**src/rtl/rv32i_core_pkg.sv**
```systemverilog
// Shared types for the RV32I core: ALU ops, operand selects, branch ops and EX-stage entries.
// RV32I_EX_MISALIGN_CHK_EN adds a misalign flag to ex_entry_t.
package rv32i_core_pkg;

  localparam int unsigned XLEN = 32;

  typedef enum logic [3:0] {
    ALU_ADD,
    ALU_SUB,
    ALU_AND,
    ALU_OR,
    ALU_XOR,
    ALU_SLL,
    ALU_SRL,
    ALU_SRA,
    ALU_SLT,
    ALU_SLTU
  } alu_op_e;

  typedef enum logic [1:0] {
    OPA_RS1,
    OPA_PC,
    OPA_ZERO
  } opa_sel_e;

  typedef enum logic {
    OPB_RS2,
    OPB_IMM
  } opb_sel_e;

  typedef enum logic [3:0] {
    BR_NONE,
    BR_BEQ,
    BR_BNE,
    BR_BLT,
    BR_BGE,
    BR_BLTU,
    BR_BGEU,
    BR_JAL,
    BR_JALR
  } br_op_e;

  typedef enum logic [1:0] {
    StEmpty,
    StBusy,
    StFull
  } ex_state_e;

  typedef struct packed {
    logic [4:0]      rd;
    logic            we;
    logic [XLEN-1:0] data;
    logic            taken;
    logic [XLEN-1:0] target;
`ifdef RV32I_EX_MISALIGN_CHK_EN
    logic            misalign;
`endif
  } ex_entry_t;

endpackage

```
**src/rtl/rv32i_br_unit.sv**
```systemverilog
// Combinational branch resolution: taken from ALU compare flags, target from a local adder.
module rv32i_br_unit
  import rv32i_core_pkg::*;
#(
  parameter int unsigned XLEN_P = XLEN
) (
  input  br_op_e              br_op_i,
  input  logic                cmp_eq_i,
  input  logic                cmp_lt_i,
  input  logic                cmp_ltu_i,
  input  logic [XLEN_P-1:0]   pc_i,
  input  logic [XLEN_P-1:0]   rs1_i,
  input  logic [XLEN_P-1:0]   imm_i,
  output logic                taken_o,
  output logic [XLEN_P-1:0]   target_o
);

  logic              w_is_jalr;
  logic [XLEN_P-1:0] w_sum;

  assign w_is_jalr = (br_op_i == BR_JALR);
  assign w_sum     = (w_is_jalr ? rs1_i : pc_i) + imm_i;
  assign target_o  = {w_sum[XLEN_P-1:1], w_sum[0] & ~w_is_jalr};

  always_comb begin
    taken_o = 1'b0;
    case (br_op_i)
      BR_BEQ:          taken_o = cmp_eq_i;
      BR_BNE:          taken_o = ~cmp_eq_i;
      BR_BLT:          taken_o = cmp_lt_i;
      BR_BGE:          taken_o = ~cmp_lt_i;
      BR_BLTU:         taken_o = cmp_ltu_i;
      BR_BGEU:         taken_o = ~cmp_ltu_i;
      BR_JAL, BR_JALR: taken_o = 1'b1;
      default:         taken_o = 1'b0;
    endcase
  end

endmodule

```
**src/rtl/rv32i_ex_stage.sv**
```systemverilog
// RV32I execute stage: ALU operand drive, branch resolution, 2-entry skid buffer to writeback.
// Define RV32I_EX_MISALIGN_CHK_EN to add wb_misalign_o for misaligned taken targets.
module rv32i_ex_stage
  import rv32i_core_pkg::*;
#(
  parameter int unsigned       XLEN_P     = XLEN,
  parameter logic [XLEN_P-1:0] RESET_PC_P = '0
) (
  input  logic                clk_i,
  input  logic                rst_ni,
  input  logic                flush_i,
  input  logic                id_valid_i,
  output logic                id_ready_o,
  input  logic [XLEN_P-1:0]   id_pc_i,
  input  logic [XLEN_P-1:0]   id_rs1_i,
  input  logic [XLEN_P-1:0]   id_rs2_i,
  input  logic [XLEN_P-1:0]   id_imm_i,
  input  alu_op_e             id_alu_op_i,
  input  opa_sel_e            id_opa_sel_i,
  input  opb_sel_e            id_opb_sel_i,
  input  br_op_e              id_br_op_i,
  input  logic [4:0]          id_rd_i,
  input  logic                id_rd_we_i,
  output logic [XLEN_P-1:0]   alu_operand_a_o,
  output logic [XLEN_P-1:0]   alu_operand_b_o,
  output alu_op_e             alu_op_o,
  input  logic [XLEN_P-1:0]   alu_result_i,
  input  logic                alu_cmp_eq_i,
  input  logic                alu_cmp_lt_i,
  input  logic                alu_cmp_ltu_i,
  output logic                wb_valid_o,
  input  logic                wb_ready_i,
  output logic [4:0]          wb_rd_o,
  output logic                wb_we_o,
  output logic [XLEN_P-1:0]   wb_data_o,
  output logic                wb_br_taken_o,
`ifdef RV32I_EX_MISALIGN_CHK_EN
  output logic                wb_misalign_o,
`endif
  output logic [XLEN_P-1:0]   wb_br_target_o
);

  ex_state_e         r_state, w_state_next;
  ex_entry_t         r_out, r_skid, w_new;
  logic              r_id_ready;
  logic              w_accept;
  logic              w_taken;
  logic [XLEN_P-1:0] w_target;
  logic              w_is_jump;

  always_comb begin
    alu_operand_a_o = id_rs1_i;
    case (id_opa_sel_i)
      OPA_PC:   alu_operand_a_o = id_pc_i;
      OPA_ZERO: alu_operand_a_o = '0;
      default:  alu_operand_a_o = id_rs1_i;
    endcase
  end

  assign alu_operand_b_o = (id_opb_sel_i == OPB_IMM) ? id_imm_i : id_rs2_i;
  assign alu_op_o        = id_alu_op_i;

  rv32i_br_unit #(
    .XLEN_P (XLEN_P)
  ) u_br_unit (
    .br_op_i   (id_br_op_i),
    .cmp_eq_i  (alu_cmp_eq_i),
    .cmp_lt_i  (alu_cmp_lt_i),
    .cmp_ltu_i (alu_cmp_ltu_i),
    .pc_i      (id_pc_i),
    .rs1_i     (id_rs1_i),
    .imm_i     (id_imm_i),
    .taken_o   (w_taken),
    .target_o  (w_target)
  );

  assign w_accept  = id_valid_i & id_ready_o;
  assign w_is_jump = (id_br_op_i == BR_JAL) || (id_br_op_i == BR_JALR);

  always_comb begin
    w_new        = '0;
    w_new.rd     = id_rd_i;
    w_new.we     = id_rd_we_i & (id_rd_i != 5'd0);
    w_new.data   = w_is_jump ? (id_pc_i + XLEN_P'(4)) : alu_result_i;
    w_new.taken  = w_taken;
    w_new.target = w_target;
`ifdef RV32I_EX_MISALIGN_CHK_EN
    // Misaligned redirect becomes a trap at writeback: suppress the redirect and rd write.
    if (w_taken && w_target[1]) begin
      w_new.misalign = 1'b1;
      w_new.taken    = 1'b0;
      w_new.we       = 1'b0;
    end
`endif
  end

  always_ff @(posedge clk_i or negedge rst_ni) begin
    if (!rst_ni) begin
      r_state    <= StEmpty;
      r_id_ready <= 1'b1;
    end else begin
      r_state    <= w_state_next;
      r_id_ready <= (w_state_next != StFull);
    end
  end

  always_comb begin
    w_state_next = r_state;
    case (r_state)
      StEmpty: if (w_accept) w_state_next = StBusy;
      StBusy: begin
        if (w_accept && !wb_ready_i)      w_state_next = StFull;
        else if (!w_accept && wb_ready_i) w_state_next = StEmpty;
      end
      StFull:  if (wb_ready_i) w_state_next = StBusy;
      default: w_state_next = StEmpty;
    endcase
    if (flush_i) w_state_next = StEmpty;
  end

  always_comb begin
    id_ready_o     = r_id_ready;
    wb_valid_o     = (r_state != StEmpty);
    wb_rd_o        = r_out.rd;
    wb_we_o        = r_out.we;
    wb_data_o      = r_out.data;
    wb_br_taken_o  = r_out.taken;
    wb_br_target_o = r_out.target;
  end

`ifdef RV32I_EX_MISALIGN_CHK_EN
  assign wb_misalign_o = r_out.misalign;
`endif

  // Data registers are never cleared by flush; validity lives in r_state alone.
  always_ff @(posedge clk_i or negedge rst_ni) begin
    if (!rst_ni) begin
      r_out         <= '0;
      r_out.target  <= RESET_PC_P;
      r_skid        <= '0;
      r_skid.target <= RESET_PC_P;
    end else begin
      case (r_state)
        StEmpty: if (w_accept) r_out <= w_new;
        StBusy: begin
          if (w_accept && wb_ready_i) r_out  <= w_new;
          else if (w_accept)          r_skid <= w_new;
        end
        StFull:  if (wb_ready_i) r_out <= r_skid;
        default: ;
      endcase
    end
  end

endmodule

```
**config.mk**
```make
export PLATFORM = sky130hd
export DESIGN_NAME = rv32i_ex_stage
export DESIGN_NICKNAME = d
export VERILOG_FILES = /design/src/rtl/rv32i_core_pkg.sv /design/src/rtl/rv32i_br_unit.sv /design/src/rtl/rv32i_ex_stage.sv
export SDC_FILE = /design/constraint.sdc
export NUM_CORES = 1
export LEC_CHECK = 0
export ABC_AREA = 0
export CAP_MARGIN = 10
export CELL_PAD_IN_SITES_DETAIL_PLACEMENT = 0
export CELL_PAD_IN_SITES_GLOBAL_PLACEMENT = 1
export CORE_ASPECT_RATIO = 0.8
export CORE_MARGIN = 5
export CORE_UTILIZATION = 37
export CTS_CLUSTER_SIZE = 30
export DETAILED_ROUTE_END_ITERATION = 7
export PLACE_DENSITY_LB_ADDON = 0.25
export SYNTH_ARGS = -nofsm -noshare
export SYNTH_HDL_FRONTEND = slang
export SYNTH_SLANG_ARGS = --single-unit
```
**constraint.sdc**
```tcl
create_clock -name clk_i -period 5.5 [get_ports clk_i]
set_clock_uncertainty 0.05 [all_clocks]
set_input_delay 1.375 -clock clk_i [delete_from_list [all_inputs] [get_ports clk_i]]
set_output_delay 1.375 -clock clk_i [all_outputs]
set_load 0.01 [all_outputs]
```
Yosys cells after proc, flatten, opt, wreduce, memory -nomap -nowiden:

Index checks and enable logic that the tools add are counted.
Widths: inputs -> output; s select.

* $add $sub $neg: 2
* equal/unequal tests: 16
* multiplexer cells: 15
* bitwise operators: 8
* reductions and logical operators: 13

Operators by type and width (number)
* $mux 71: 3
* $pmux 71 s3: 1
* $mux 32: 3
* $pmux 32 s2: 1
* $add 32x3->32 const B: 1
* $add 32x32->32: 1
* $eq 4x3->1 const B: 4
* $mux 2: 5
* $eq 4x2->1 const B: 2
* $ne 2x2->1 const B: 4
* $pmux 1 s7: 1
* $pmux 2 s3: 1
* $not 1->1: 5
* $reduce_bool 5->1: 1
* $eq 2x1->1 const B: 2
* $eq 2x2->1 const B: 2
* $eq 4x1->1 const B: 1
* $eq 4x4->1 const B: 1
* $reduce_and 4->1: 1
* $and 1x1->1: 3
* $logic_and 1x1->1: 3
* $reduce_and 3->1: 1
* $reduce_bool 3->1: 1
* $logic_not 1->1: 2
* other kinds (4): 4

* register bits after elaboration: 145
* output and inout bits: 141

Logic depth before layout (Yosys ltp):

Gate-level depths: netlist of the first run.

* word-level depth: 8
* depth in mapped cells: 15
* gate-level depth less buffers: 13

Cells and area by module:

Synthesis of the first run repeated with hierarchy kept, for this count alone.

* cells, all modules: 1263
* area total of the unflattened synthesis: 10258.6 µm²

Modules (own cells, without submodules)
* rv32i_ex_stage: instances 1, cells an instance 979, area an instance 8008.9 µm², sequential area each 3629.7 µm²
* rv32i_br_unit: instances 1, cells an instance 284, area an instance 2249.7 µm², sequential area each 0.0 µm²

Worst setup path before layout of the first run:

Ideal clock, no wire load.

* path kind: input port to flip-flop
* start: input id_br_op_i[0]
* end: register r_out (netlist bit wb_br_target_o[30])
* data arrival time: 4.777 ns
* slack: 0.547 ns
* stages on the path: 15
* cell sequence: nor4b_1 -> clkbuf_1 -> clkbuf_1 -> mux2_2 -> ha_1 -> inv_1 -> fa_1 -> nor2b_1 -> o211ai_1 -> a31oi_1 -> a311oi_1 -> nor2_1 -> a31oi_1 -> xnor2_1 -> a221o_1

* word-level cells in the longest chain between the ends: 5
* elaborated cells on any way between the ends: 6
* classes of those cells: 1 x add/sub; 1 x eq/ne; 4 x mux

RTL lines
* from (decl): RTL line rv32i_ex_stage.sv:21 `input br_op_e id_br_op_i,`
* $eq 4x4->1 (*): RTL line rv32i_br_unit.sv:21 `assign w_is_jalr = (br_op_i == BR_JALR);`
* $mux 32 (*): RTL line rv32i_br_unit.sv:22 `assign w_sum = (w_is_jalr ? rs1_i : pc_i) + imm_i;`
* $add 32x32->32 (*): RTL line rv32i_br_unit.sv:22
* $mux 71 (on tied branches): RTL line rv32i_ex_stage.sv:146, rv32i_ex_stage.sv:144
* $pmux 71 s3 (*): RTL line rv32i_ex_stage.sv:143 `case (r_state)`
* to (signal assigned): RTL line rv32i_ex_stage.sv:144 `StEmpty: if (w_accept) r_out <= w_new;`
* to (signal assigned): RTL line rv32i_ex_stage.sv:146 `if (w_accept && wb_ready_i) r_out <= w_new;`
* to (signal assigned): RTL line rv32i_ex_stage.sv:149 `StFull: if (wb_ready_i) r_out <= r_skid;`
* to (decl): RTL line rv32i_ex_stage.sv:44 `ex_entry_t r_out, r_skid, w_new;`

Every way passes the cells marked *; elsewhere a longest branch is shown, timed or not. The select of a mux whose other input is x is not followed.
A chain may end at the register's enable or synchronous reset.

Final worst setup path of the first run:

* start: input id_br_op_i[0]
* end: register r_skid[25] (netlist bit)

* word-level cells in the longest chain between the ends: 3

RTL lines
* $eq 4x4->1: RTL line rv32i_br_unit.sv:21
* $mux 32: RTL line rv32i_br_unit.sv:22
* $add 32x32->32: RTL line rv32i_br_unit.sv:22
* to (signal assigned): RTL line rv32i_ex_stage.sv:147 `else if (w_accept) r_skid <= w_new;`
* to (decl): RTL line rv32i_ex_stage.sv:44

Every way passes these cells.

==> results of run 1 <==
-- critical path, cell delays in order --
cell and delay (ns):
clkdlybuf4s50_1 0.49, nor4b_2 0.29, buf_4 0.33, mux2_2 0.38
ha_1 0.36, a21oi_1 0.30, nand2_1 0.12, o21ai_0 0.36
nand2_1 0.23, a31oi_1 0.24, buf_4 0.15, o21ai_0 0.10
xnor2_1 0.32, o21ai_0 0.12
-- sequential cells by signal, summed over array words and instances (netlist names) --
signal          count
wb_we_o             1
wb_br_taken_o       1
r_state             2
id_ready_o          1
wb_data_o          32
wb_br_target_o     32
wb_rd_o             5
r_skid             71
-- cell usage in the layout (no fill, tap or decap), types with 6 or more instances in the layout --
cell type / count
clkdlybuf4s50_1: 315
nand2_1: 222
dfrtp_1: 144
o21ai_0: 114
nor2_1: 105
mux2_2: 98
a21oi_1: 80
buf_4: 50
a31oi_1: 39
xnor2_1: 35
ha_1: 35
nand3_1: 27
xor2_1: 21
clkbuf_16: 17
inv_1: 16
o21a_1: 15
nand4_1: 12
mux2i_1: 11
and3_1: 10
a21o_1: 10
nor3_1: 9
o211ai_1: 6
clkinvlp_4: 6
-- per-stage QoR --
stage          hold slack, ns  utilization  worst slack (ns)
6_report                0.425        0.535             0.524
5_1_grt                 0.445        0.535             0.226
4_1_cts                 0.430        0.535             0.559
3_5_place_dp            0.415        0.514             0.109
3_3_place_gp            0.407        0.514             0.124
2_1_floorplan           0.392            -             0.547
-- worst max path at each step --
stage | slack (ns) | end | cells past startpoint | startpoint
after floorplan | 0.55 | wb_br_target_o[30]$_DFFE_PN0P_ | 15 | id_br_op_i[0]
after global placement | 0.12 | r_skid[25]$_DFFE_PN0P_ | 14 | id_br_op_i[0]
after detailed placement | 0.11 | r_skid[25]$_DFFE_PN0P_ | 14 | id_br_op_i[0]
after CTS | 0.56 | r_skid[25]$_DFFE_PN0P_ | 14 | id_br_op_i[0]
after global routing | 0.23 | r_skid[25]$_DFFE_PN0P_ | 14 | id_br_op_i[0]
final | 0.52 | r_skid[25]$_DFFE_PN0P_ | 14 | id_br_op_i[0]
-- cells by family after synthesis --
logic type | after synthesis
AND/OR/NAND/NOR | 417
AO/OA/AOI/OAI | 299
flip-flops | 145
multiplexers | 109
buffers and inverters | 95
XOR/XNOR | 56
adder cells (fa/ha/maj) | 37
-- Yosys cell counts, drive strengths merged (5+ instances only) --
cell type	n
mux2i	11
inv	16
buf	16
mux2	98
dfrtp	144
o21ai	115
a21o	10
nand2	224
o21a	15
and3	10
nor2b	5
nand3	28
ha	36
clkbuf	62
a31oi	39
o211ai	6
nor2	106
nand4	12
xnor2	35
nor3	9
xor2	21
a21oi	85
-- routing by layer --
metal,vias up,wire (microns),global-route usage
met5,-,7,0
met1,4610,17200,0.343
met3,30,2310,0.0502
li1,4671,-,-
met2,317,17200,0.393
met4,2,479,0.0499
-- final cells by class --
type                    instances  area, sq um
fillers                      2539        12100
flip-flops and latches        145         3630
repair buffers                368         3560
well taps                     357          447
multi-input cells             918         5740
clock inverters                14          125
inverters                      16         60.1
clock buffers                  18          429
-- power groups by stage --
| stage | combinational (W) | clock [W] | sequential (W) |
|---|---|---|---|
| 2_1_floorplan | 0.000659 | 0 | 0.00156 |
| 3_3_place_gp | 0.00144 | 0 | 0.00153 |
| 3_5_place_dp | 0.00145 | 0 | 0.00154 |
| 4_1_cts | 0.00146 | 0.00113 | 0.00153 |
| 5_1_grt | 0.00157 | 0.00117 | 0.00156 |
| 6_report | 0.00144 | 0.00111 | 0.00153 |
==> impl_results.md, run 1 <==
* Hold endpoint: wb_data_o[31]$_DFFE_PN0P_
* Placed insts at 1,804
* Setup crit end kind: register
* Post-synth cell types at 61
* Relative max-transition margin at 0.244
* Pin count of the biggest net entering global routing at 87
* Drc violations at 0
* Input/output buffers at 317
* FFs w/ async S/R, synth at 1.00
* First-pass GRT wire length at 55,400 microns
* DIE AREA at 0.0297 sq mm
* Hold WC Path Type: register to register
* Min cycle time layout at 4.98 ns
* P per Cell Area at 292 mW/mm^2
* Total track usage at 0.244
* Cell row count at 53
* Post-synthesis adder-cell area fraction at 0.0483
* Comb pwr share at 0.353
* Critical Path AT at 5.20 ns
* Tightest Pin Transition at 1.13 ns
* Die Ht at 155 microns
* Ys Warns at 0
* Cell Int Power at 0.00271 W
* Dpl cell area at 0.0134 sq mm
* Initial Utilization at 0.373
* Die X at 191 microns
* Flop pwr share at 0.374
* Switching Fraction at 0.337
* Total power at 0.00409 W
* H-tree depth at 4
* DR pass1 iterations at 4
* Gp weighted congestion at 0.924
* Total CTS buffers at 17
* Final-report max-slew violation count at 0
* Vias in the first global route at 9,289
* Post-synth top flop: dfrtp_1
* Psw at 0.00137 W
* Initial antenna violation count at 1
* Boundary pin count at 326
* Share of the synthesized area in the top cell type at 0.370
* Startpoint types: primary input
* Post-cts resize count at 0
* Clock Pin Slew Worst Setup and Hold Paths at 0.07 ns
* Mux cell area share after synthesis at 0.125
* Core region area at 0.0261 sq mm
* Ratio of cells with drive above 1 in the final layout at 0.137
* #FFs+latches synth at 145
* Reg-to-reg startpoint: r_state[1]$_DFF_PN0_
* Status: complete, no violations
* Hold Violations, Final at 0
* CTS Sinks at 145
* Cell taking the most area after synthesis: dfrtp_1
* Final WL at 37,200 microns
* Syn Area/Cell at 8.41 sq um
* Synth Area in Simple Gates at 0.183
* Worst hold stages at 2
* Worst-path fanout max at 20
* Area growth syn-to-layout at 43.7%
* Leak at 5.75 nW
* Clock power frac at 0.273
* Fin crit share at 0.905
* CTS tree: yes
* Sequential area share after synthesis at 0.373
* Setup Buffers After CTS at 0
* Worst Path Class, Setup: primary input to register
* Latest clock arrival within the worst-skew pair at 0.44 ns
* Syn Nets at 1,380
* Initial DRC count at 572
* Hpwl dp at 28,800 microns
* CTS Root Cell: clkbuf_16
* Reg-to-reg endpoint: wb_data_o[18]$_DFFE_PN0P_
* Post-synthesis instance total at 1,158
* Hold Startpoint: wb_data_o[31]$_DFFE_PN0P_
* FF-to-FF setup slack at 2.70 ns
* Maxcap violations at 0
* Compound-Gate Fraction of Synth Area at 0.178
* DRT antenna net count at 0
* RSZ-0062 raised after global routing: no
* Worst EP required at 5.72 ns
* Post-route cell area at 0.0140 sq mm
* Synth Area in XOR/XNOR at 0.0504
* Synthesized area at 0.00974 sq mm
* Max clock buf depth at 2
* Nets at 1,688
* Vias per cell at 5.25
* Post-Layout Cell Count at 1,836
* Post-synth EDFFs at 0
* Worst IR Drop VDD at 0.000231 V
* Area contributors post-synth: dfrtp_1 37%, mux2_2 11%, nand2_1 8.6%
* Post-CTS Hold Buffers at 0
* Largest family of logic cells by synthesized area: simple AND/OR/NAND/NOR gates
* Gr ovfl total at 0
* Via count at 9,630
* Antenna cell count at 0
* R2R depth at 6
* # setup viols final at 0
* Setup TNS Final at 0 ns
* Max Clk Rate at 0.201 GHz
* Routed len/inst at 20.3 microns
(Power assumes the default switching activity.)
==> inputs of run 2 (changes only) <==
--- a/config.mk
+++ b/config.mk
@@ -12,6 +12,7 @@
 export CORE_ASPECT_RATIO = 0.8
 export CORE_MARGIN = 5
 export CORE_UTILIZATION = 37
+export CTS_CLUSTER_DIAMETER = 200
 export CTS_CLUSTER_SIZE = 30
 export DETAILED_ROUTE_END_ITERATION = 7
 export PLACE_DENSITY_LB_ADDON = 0.25
==> results of run 2 <==
No change in the layout: final DEF, timing and power equal those of run 1.
==> inputs of run 3 (changes only) <==
--- a/config.mk
+++ b/config.mk
@@ -16,6 +16,7 @@
 export CTS_CLUSTER_SIZE = 30
 export DETAILED_ROUTE_END_ITERATION = 7
 export PLACE_DENSITY_LB_ADDON = 0.25
+export REMOVE_ABC_BUFFERS = 1
 export SYNTH_ARGS = -nofsm -noshare
 export SYNTH_HDL_FRONTEND = slang
 export SYNTH_SLANG_ARGS = --single-unit
==> impl_results.md, run 3 (synthesis results as in run 1) <==
* CTS tree: yes (unchanged)
* Gr ovfl total at 0 (unchanged)
* Max clock buf depth at 2 (unchanged)
* RSZ-0062 raised after global routing: no (unchanged)
* Reg with most FFs: r_skid (unchanged)
* Initial DRC count at 478 (was 572)
* Initial antenna violation count at 0 (was 1)
* Clock power frac at 0.289 (was 0.273)
* Final WL at 34,900 microns (was 37,200 microns)
* Startpoint types: primary input (unchanged)
* Boundary pin count at 326 (unchanged)
* Most common cell after layout, fill and taps aside: clkdlybuf4s50_1 (unchanged)
* Die X at 191 microns (unchanged)
* # setup viols final at 0 (unchanged)
* Post-route cell area at 0.0139 sq mm (was 0.0140 sq mm)
* Dpl cell area at 0.0133 sq mm (was 0.0134 sq mm)
* Most frequent cells in the layout: 316 x clkdlybuf4s50_1, 222 x nand2_1, 144 x dfrtp_1 (was 315 x clkdlybuf4s50_1, 222 x nand2_1, 144 x dfrtp_1)
* Setup TNS Final at 0 ns (unchanged)
* Critical Path AT at 3.55 ns (was 5.20 ns)
* CTS Sinks at 145 (unchanged)
* Setup Buffers After CTS at 0 (unchanged)
* Pin count of the biggest net entering global routing at 88 (was 87)
* Max Clk Rate at 0.201 GHz (about the same)
* Area growth syn-to-layout at 42.7% (was 43.7%)
* P per Cell Area at 296 mW/mm^2 (was 292 mW/mm^2)
* Comb pwr share at 0.342 (was 0.353)
* Psw at 0.00132 W (was 0.00137 W)
* Switching Fraction at 0.322 (was 0.337)
* Initial Utilization at 0.373 (unchanged)
* Core region area at 0.0261 sq mm (unchanged)
* Die Ht at 155 microns (unchanged)
* Drc violations at 0 (unchanged)
* Hold_ws at 0.427 ns (was 0.425 ns)
* Nets at 1,669 (was 1,688)
* Tightest Pin Transition at 1.01 ns (was 1.13 ns)
* Total track usage at 0.226 (was 0.244)
* First-pass GRT wire length at 52,300 microns (was 55,400 microns)
* Min cycle time layout at 4.97 ns (was 4.98 ns)
* Post-CTS Hold Buffers at 0 (unchanged)
* Leak at 5.68 nW (was 5.75 nW)
* Worst Path Class, Setup: primary input to output pin (was primary input to register)
* Antenna cell count at 0 (unchanged)
* Vias per cell at 5.13 (was 5.25)
* Status: complete, no violations (unchanged)
* Post-cts resize count at 0 (unchanged)
* Vias in the first global route at 8,943 (was 9,289)
* Final-report max-slew violation count at 0 (unchanged)
* Fill count at 2,431 (was 2,539)
* Fin crit share at 0.904 (was 0.905)
* Maxcap violations at 0 (unchanged)
* Hpwl dp at 26,500 microns (was 28,800 microns)
* Total CTS buffers at 17 (unchanged)
* Setup crit end kind: output pin (was register)
* Cell Int Power at 0.00279 W (was 0.00271 W)
* Routed len/inst at 19.2 microns (was 20.3 microns)
* DR pass1 iterations at 5 (was 4)
* Latest clock arrival within the worst-skew pair at 0.43 ns (was 0.44 ns)
* Cell row count at 53 (unchanged)
* Clock Pin Slew Worst Setup and Hold Paths at 0.06 ns (was 0.07 ns)
* Worst IR Drop VDD at 0.000250 V (was 0.000231 V)
* CTS Root Cell: clkbuf_16 (unchanged)
* Worst EP required at 4.07 ns (was 5.72 ns)
* Relative max-transition margin at 0.324 (was 0.244)
* Hold Violations, Final at 0 (unchanged)
* H-tree depth at 4 (unchanged)
* Flop pwr share at 0.369 (was 0.374)
* DIE AREA at 0.0297 sq mm (unchanged)
* Gp weighted congestion at 0.899 (was 0.924)
* Via count at 9,321 (was 9,630)
* Max reg flops at 71 (unchanged)
* Worst-path fanout max at 41 (was 20)
* DRT antenna net count at 0 (unchanged)
* Hold WC Path Type: register to register (unchanged)
* Ratio of cells with drive above 1 in the final layout at 0.125 (was 0.137)
* Input/output buffers at 317 (unchanged)
[run 3: changes by cell type in the layout (fill, tap and decap cells not counted), sizes merged]
cell | before | now
buf | 53 | 33
clkinvlp | 6 | 3
clkinv | 3 | 4
bufinv | 0 | 2
inv | 21 | 20
clkdlybuf4s50 | 315 | 316
[run 3: worst max-delay path, cell delays in order]
cell	delay (ns)
clkdlybuf4s50_1	0.45
inv_1	0.04
ha_2	0.57
buf_12	0.25
nand2_1	0.07
o21ai_0	0.14
clkdlybuf4s50_1	0.62
[run 3: cell type report]
class | instances | area, sq um | share of cell area
timing repair buffer | 349 | 3430 | 0.247
tap | 357 | 447 | 0.0322
clock buffer | 18 | 439 | 0.0316
multi-input combinational | 918 | 5740 | 0.413
inverter | 16 | 60.1 | 0.00432
clock inverter | 13 | 155 | 0.0112
sequential | 145 | 3630 | 0.261
[run 3: metrics by stage]
stage | cells | total power (W) | setup slack (ns) | utilization
detailed placement | 1785 | 0.00295 | 0.0613 | 0.509
CTS | 1816 | 0.00415 | 0.487 | 0.532
finish | 1816 | 0.00412 | 0.528 | 0.532
global route | 1816 | 0.00435 | 0.139 | 0.532
floorplan | 1079 | 0.00220 | -2.48 | -
global placement | 1785 | 0.00292 | 0.148 | 0.509
[run 3: power by group through the flow]
stage / Sequential [W] / Combinational, W / Clock, W
floorplan: 0.00156 / 0.000640 / 0
global placement: 0.00153 / 0.00140 / 0
detailed placement: 0.00153 / 0.00141 / 0
CTS: 0.00152 / 0.00142 / 0.00121
global route: 0.00156 / 0.00154 / 0.00125
finish: 0.00152 / 0.00141 / 0.00119
[run 3: worst paths after layout]
| check | from | slack, ns | end | cells past startpoint |
|---|---|---|---|---|
| min in group asynchronous | rst_ni | 0.92 | r_skid[3]$_DFFE_PN0P_ | 1 |
| max in group asynchronous | rst_ni | 3.49 | r_skid[9]$_DFFE_PN0P_ | 2 |
| max | id_opa_sel_i[1] | 0.53 | alu_operand_a_o[27] | 7 |
| max reg2reg | r_state[1]$_DFF_PN0_ | 2.43 | wb_br_target_o[21]$_DFFE_PN0P_ | 7 |
| min | wb_data_o[30]$_DFFE_PN0P_ | 0.43 | wb_data_o[30]$_DFFE_PN0P_ | 2 |
| min reg2reg | wb_data_o[30]$_DFFE_PN0P_ | 0.43 | wb_data_o[30]$_DFFE_PN0P_ | 2 |
[run 3: metal layers]
metal  track usage  vias to the layer above  part of all wire
met2         0.369                      221              0.48
met3        0.0377                       26             0.046
met5             0                        -                 0
li1              -                     4657                 -
met4        0.0421                        0             0.013
met1         0.320                     4417              0.46
==> edit 1, RTL diff (config.mk and constraints of run 3) <==
Change the package constant `XLEN` from 32 to 24.
--- a/src/rtl/rv32i_core_pkg.sv
+++ b/src/rtl/rv32i_core_pkg.sv
@@ -4,3 +4,3 @@
 
-  localparam int unsigned XLEN = 32;
+  localparam int unsigned XLEN = 24;
 
Interface: changed (9 resized); port bits go from 326 to 254. No check against the original RTL was run, so the function may have changed too.
==> edit 1 against run 3 <==
Synthesized area decreased by 23%. Highest routed layer unchanged. First-iteration DRC count decreased by 13%. Wire length decreased by 25%. Power decreased by 16%. Critical path type unchanged. Sequential cell count decreased by 32. Critical path depth decreased by 1. Largest cell class unchanged. Worst setup slack improved by 0.29 ns. Critical endpoint is now alu_operand_a_o[22]. Final area decreased by 22%.
==> edit 1: results (changes against run 3) <==
[status]
status=complete, no violations  ; unchanged

[route]
drt_iter0_drc=415  ; was 478
dr.pass1.iters=5  ; unchanged
post_drt_wl_per_cell_um=18.3  ; was 19.2 µm
viasPerCell=5.12  ; was 5.13
wirelength_um=26000  ; was 34900 µm

[synth]
ys.flop_type=dfrtp_1  ; unchanged
synth_seq_area_share=0.378  ; was 0.373
synth_warnings=0  ; unchanged
ys_top_cells_by_area=dfrtp_1, nand2_1, mux2_2  ; was dfrtp_1, mux2_2, nand2_1
async_reset_ff_frac=1.00  ; unchanged
ys_types=58  ; was 61
syn_inst=926  ; was 1158
yosys-top-cells-count=nand2_1, dfrtp_1, nor2_1  ; was nand2_1, dfrtp_1, o21ai_0

[grt]
grt_pass1_vias=7055  ; was 8943
grt_max_degree=49  ; was 88
track_usage=0.223  ; was 0.226
antenna_found_initial=0  ; unchanged
grt_pass1_wl_um=40300  ; was 52300 µm
overflow=0  ; unchanged

[clocking]
post_cts_buffers=0  ; unchanged
clk_path_buf_depth=2  ; unchanged
h-tree-depth=4  ; unchanged
post_cts_resized=0  ; unchanged
hold_buffers=0  ; unchanged
clock_latency_ns=0.42
cts_buffers=17  ; unchanged
root_buffer=clkbuf_16  ; unchanged

[final_layout]
regMostFlops=r_skid  ; unchanged
nets=1316  ; was 1669
largest_reg_flops=55  ; was 71
drive_gt1_frac=0.0961  ; was 0.125

[power_and_ir_drop]
swShare=0.297  ; was 0.322
p_leak_nw=4.60  ; was 5.68 nW
p_switching_mw=1.02  ; was 1.32 mW
peakVddDrop_uv=202  ; was 250 µV

[placement]
place.gp.congestion=0.859  ; was 0.899
port_buffers=245  ; was 317
dp_hpwl_um=19100  ; was 26500 µm
placedCellCount=1389  ; was 1785
pre_cts_slack_ns=0.411  ; was 0.0613 ns

[hold_path]
hold-path-cell-count=2  ; unchanged
min_from=r_skid[46]  ; was wb_data_o[30]
hold_path_end=r_skid[46]  ; was wb_data_o[30]

[worst_setup_path]
r2r_cells=7  ; unchanged
rrSetupSlack_ns=2.82  ; was 2.43 ns
r2r_start=r_state[1]  ; unchanged
cp_max_fo=48  ; was 41
crit_arrival_ns=3.26  ; was 3.55 ns
rr_endpoint=wb_data_o[21]  ; was wb_br_target_o[21]

[sta]
worstMarginPinSlew_ns=1.11  ; was 1.01 ns

[floorplanning]
row_count=46  ; was 53

[edit 1: area by class of cell]
| class | instances | area, µm² |
|---|---|---|
| multi-input cells | 742 | 4380 |
| well taps | 264 | 330 |
| fillers | 1861 | 9030 |
| inverters | 12 | 45.0 |
| repair buffers | 258 | 2580 |
| flip-flops and latches | 113 | 2830 |
| clock inverters | 9 | 179 |
| clock buffers | 21 | 480 |
[edit 1: cell families (layout without fill, tap and decap cells)]
| family | count (synthesis) | count (layout) | synth area share |
|---|---|---|---|
| and+or+nand+nor | 385 | 385 | 0.221 |
| AOI/OAI and AO/OA | 229 | 229 | 0.176 |
| DFF | 113 | 113 | 0.378 |
| buffers and inverters | 71 | 300 | 0.0398 |
| muxes | 61 | 61 | 0.0897 |
| xor gates and xnor gates | 40 | 40 | 0.0479 |
| adders and majority gates | 27 | 27 | 0.0462 |
[edit 1: worst max path at each step]
| stage | start | endpoint | slack, ns | depth (start not counted) |
|---|---|---|---|---|
| 4_1_cts | id_opa_sel_i[1] | alu_operand_a_o[4] | 0.84 | 6 |
| 2_1_floorplan | id_br_op_i[0] | wb_br_target_o[16] | 0.69 | 12 |
| 3_5_place_dp | id_br_op_i[0] | wb_br_target_o[16] | 0.41 | 14 |
| 3_3_place_gp | id_br_op_i[0] | wb_br_target_o[16] | 0.47 | 14 |
| 5_1_grt | id_br_op_i[0] | wb_br_target_o[18] | 0.58 | 15 |
| 6_report | id_opa_sel_i[1] | alu_operand_a_o[22] | 0.82 | 6 |
[edit 1: stage by stage]
stage	area, µm²	hold WS (ns)
after CTS	10800	0.425
final	10800	0.421
after floorplan	7220	0.388
after detailed placement	10200	0.412
after global routing	10800	0.445
after global placement	10200	0.405
[edit 1: power groups by stage]
stage | clock, mW | combinational, mW | sequential [mW]
after floorplan | 0 | 0.461 | 1.19
after global placement | 0 | 1.02 | 1.17
after detailed placement | 0 | 1.03 | 1.17
after CTS | 1.27 | 1.04 | 1.16
after global routing | 1.31 | 1.14 | 1.19
final | 1.25 | 1.03 | 1.16
[edit 1: routing by layer]
metal | GRT usage | wire (µm) | share of wire
met1 | 0.317 | 12500 | 0.48
met2 | 0.353 | 11800 | 0.45
met3 | 0.0430 | 1360 | 0.052
met4 | 0.0532 | 325 | 0.013
met5 | 0 | 0 | 0
[edit 1: critical path: stages]
cell	delay [ns]
clkdlybuf4s50_1	0.45
inv_1	0.04
ha_1	0.31
buf_12	0.19
o21ai_0	0.27
clkdlybuf4s50_1	0.60
==> edit 2, RTL diff (flow settings as in run 3) <==
Without the edit above. The 3 states of `ex_state_e` get a one-hot encoding in 3 bits.
--- a/src/rtl/rv32i_core_pkg.sv
+++ b/src/rtl/rv32i_core_pkg.sv
@@ -42,6 +42,6 @@
 
-  typedef enum logic [1:0] {
-    StEmpty,
-    StBusy,
-    StFull
+  typedef enum logic [2:0] {
+    StEmpty = 3'b001,
+    StBusy  = 3'b010,
+    StFull  = 3'b100
   } ex_state_e;
Behaviour: same outputs for any inputs over 4 cycles, from zero or initial values and one cycle with rst_ni low; so few cycles prove little.
==> edit 2 against run 3 <==
Final area is 0.78% higher. Sequential power is 7% lower. Synthesized area is 0.33% higher. Power is 6.2% lower. Global-route usage is 0.48 points higher. Synthesized cell count is 0.17% lower. Worst setup slack worse by 0.21 ns. Sequential cell count is 1 higher. Wire length is 0.64% higher. Critical path depth is 10 higher. Largest cell class unchanged. Fmax is 4.0% lower. Count of clock-buffer cells in the layout is 1 lower. Via count is 2.7% higher.
==> edit 2: results (changes against run 3) <==
[status]
status=complete, no violations  ; unchanged

[final_layout]
area_delta_synth_final_pct=43.3  ; was 42.7%
diodes=0  ; unchanged
regMostFlops=r_skid  ; unchanged
largest_reg_flops=71  ; unchanged
fillers=2501  ; was 2431
nets=1675  ; was 1669
drive_gt1_frac=0.134  ; was 0.125

[placement]
place.gp.congestion=0.870  ; was 0.899
placed_area_um2=13400  ; was 13300 µm²
placedCellCount=1790  ; was 1785
pre_cts_slack_ns=-0.138  ; was 0.0613 ns
dp_hpwl_um=26100  ; was 26500 µm
port_buffers=317  ; unchanged

[synth]
syn_inst=1156  ; was 1158
ys_top_cells_by_area=dfrtp_1, mux2_2, nand2_1  ; unchanged
synth_warnings=0  ; unchanged
yosys-top-cells-count=nand2_1, dfrtp_1, o21ai_0  ; unchanged
ys_types=63  ; was 61
async_reset_ff_frac=1.00  ; unchanged
synth_seq_area_share=0.374  ; was 0.373
ys.flop_type=dfrtp_1  ; unchanged

[power_and_ir_drop]
peakVddDrop_uv=222  ; was 250 µV
p_leak_nw=5.90  ; was 5.68 nW

[clocking]
clk_path_buf_depth=2  ; unchanged
post_cts_resized=0  ; unchanged
clk_pin_slew_ns=0.07
cts_buffers=17  ; unchanged
post_cts_buffers=0  ; unchanged
root_buffer=clkbuf_16  ; unchanged
clock_latency_ns=0.42
h-tree-depth=4  ; unchanged

[worst_setup_path]
cp_max_fo=10  ; was 41
r2r_cells=7  ; unchanged
rrSetupSlack_ns=2.46  ; was 2.43 ns
crit_arrival_ns=5.43  ; was 3.55 ns
rr_endpoint=wb_br_target_o[10]  ; was wb_br_target_o[21]
r2r_start=r_state[1]  ; unchanged
cp-endpoint=wb_br_target_o[30]  ; was alu_operand_a_o[27]
critPathLaunch=id_br_op_i[2]  ; was id_opa_sel_i[1]

[route]
dr.pass1.iters=5  ; unchanged
viasPerCell=5.25  ; was 5.13
post_drt_wl_per_cell_um=19.2  ; about the same
wirelength_um=35100  ; was 34900 µm
drt_iter0_drc=437  ; was 478

[grt]
grt_pass1_wl_um=54000  ; was 52300 µm
gr-usage-met1=0.324  ; was 0.320
grt_pass1_vias=9629  ; was 8943
met3_usage=0.0527  ; was 0.0377
grtUsageMet2=0.367  ; was 0.369
antenna_found_initial=0  ; unchanged
grt_max_degree=80  ; was 88
track_usage=0.231  ; was 0.226

[hold_path]
hp-class=flop to flop  ; unchanged

[sta]
worstMarginPinSlew_ns=0.999  ; was 1.01 ns
period_share=0.942  ; was 0.904

[edit 2: changes by cell type after synthesis, sizes merged, moves of 4 or more]
cell	before	now
nand2b	3	11
mux2	98	104
o21a	15	4
o211ai	6	2
a31oi	39	45
inv	16	12
a21o	10	17
a21oi	85	75
clkbuf	62	66
nor3	9	14
buf	16	11
and3	10	17
nor2	106	97
[edit 2: layout make-up]
type                            count  share of cell area
Clock buffer                       17              0.0304
Clock inverter                     15             0.00867
Inverter                           12             0.00322
Multi-Input combinational cell    921               0.414
Sequential cell                   146               0.261
Tap cell                          357              0.0319
Timing Repair Buffer              355               0.250
[edit 2: worst max-delay path: stages]
cell and delay (ns):
clkdlybuf4s50_1 0.46, nor4b_4 0.28, buf_4 0.19, buf_12 0.14, mux2_2 0.15, ha_1 0.16
inv_1 0.06, fa_1 0.38, nand2b_1 0.18, a21oi_1 0.25, o21ai_1 0.14, a21boi_1 0.36
a311oi_1 0.20, o211a_1 0.30, a221oi_1 0.33, xor2_1 0.15, a221o_1 0.32
[edit 2: cell families after synthesis]
| family | synth area share |
|---|---|
| XOR/XNOR | 0.0484 |
| multiplexers | 0.129 |
| AND/OR/NAND/NOR | 0.191 |
| AO/OA/AOI/OAI | 0.173 |
| adder cells (fa/ha/maj) | 0.0481 |
| flip-flops | 0.374 |
| buffers and inverters | 0.0361 |
[edit 2: layer usage]
metal  up-vias  routed length [µm]
met1      4578               16500
met5         -                   0
met2       325               15800
li1       4647                   -
met3        25                2330
met4         0                 415
[edit 2: how the worst min path moves through the flow]
| stage | startpoint | endpoint | slack [ns] | cells after the start |
|---|---|---|---|---|
| final | wb_br_target_o[21] | wb_br_target_o[21] | 0.43 | 2 |
| after global routing | wb_we_o | wb_we_o | 0.45 | 2 |
| after CTS | r_skid[13] | r_skid[13] | 0.43 | 2 |
| after detailed placement | r_skid[13] | r_skid[13] | 0.41 | 2 |
| after global placement | r_skid[26] | r_skid[26] | 0.40 | 2 |
| after floorplan | r_skid[13] | r_skid[13] | 0.39 | 2 |
[edit 2: report_power, final]
part | switching [mW] | internal [mW] | leakage [nW]
sequential | 0.116 | 1.30 | 1.80
clock | 0.539 | 0.591 | 0.260
combinational | 0.623 | 0.700 | 3.84
total | 1.28 | 2.59 | 5.90
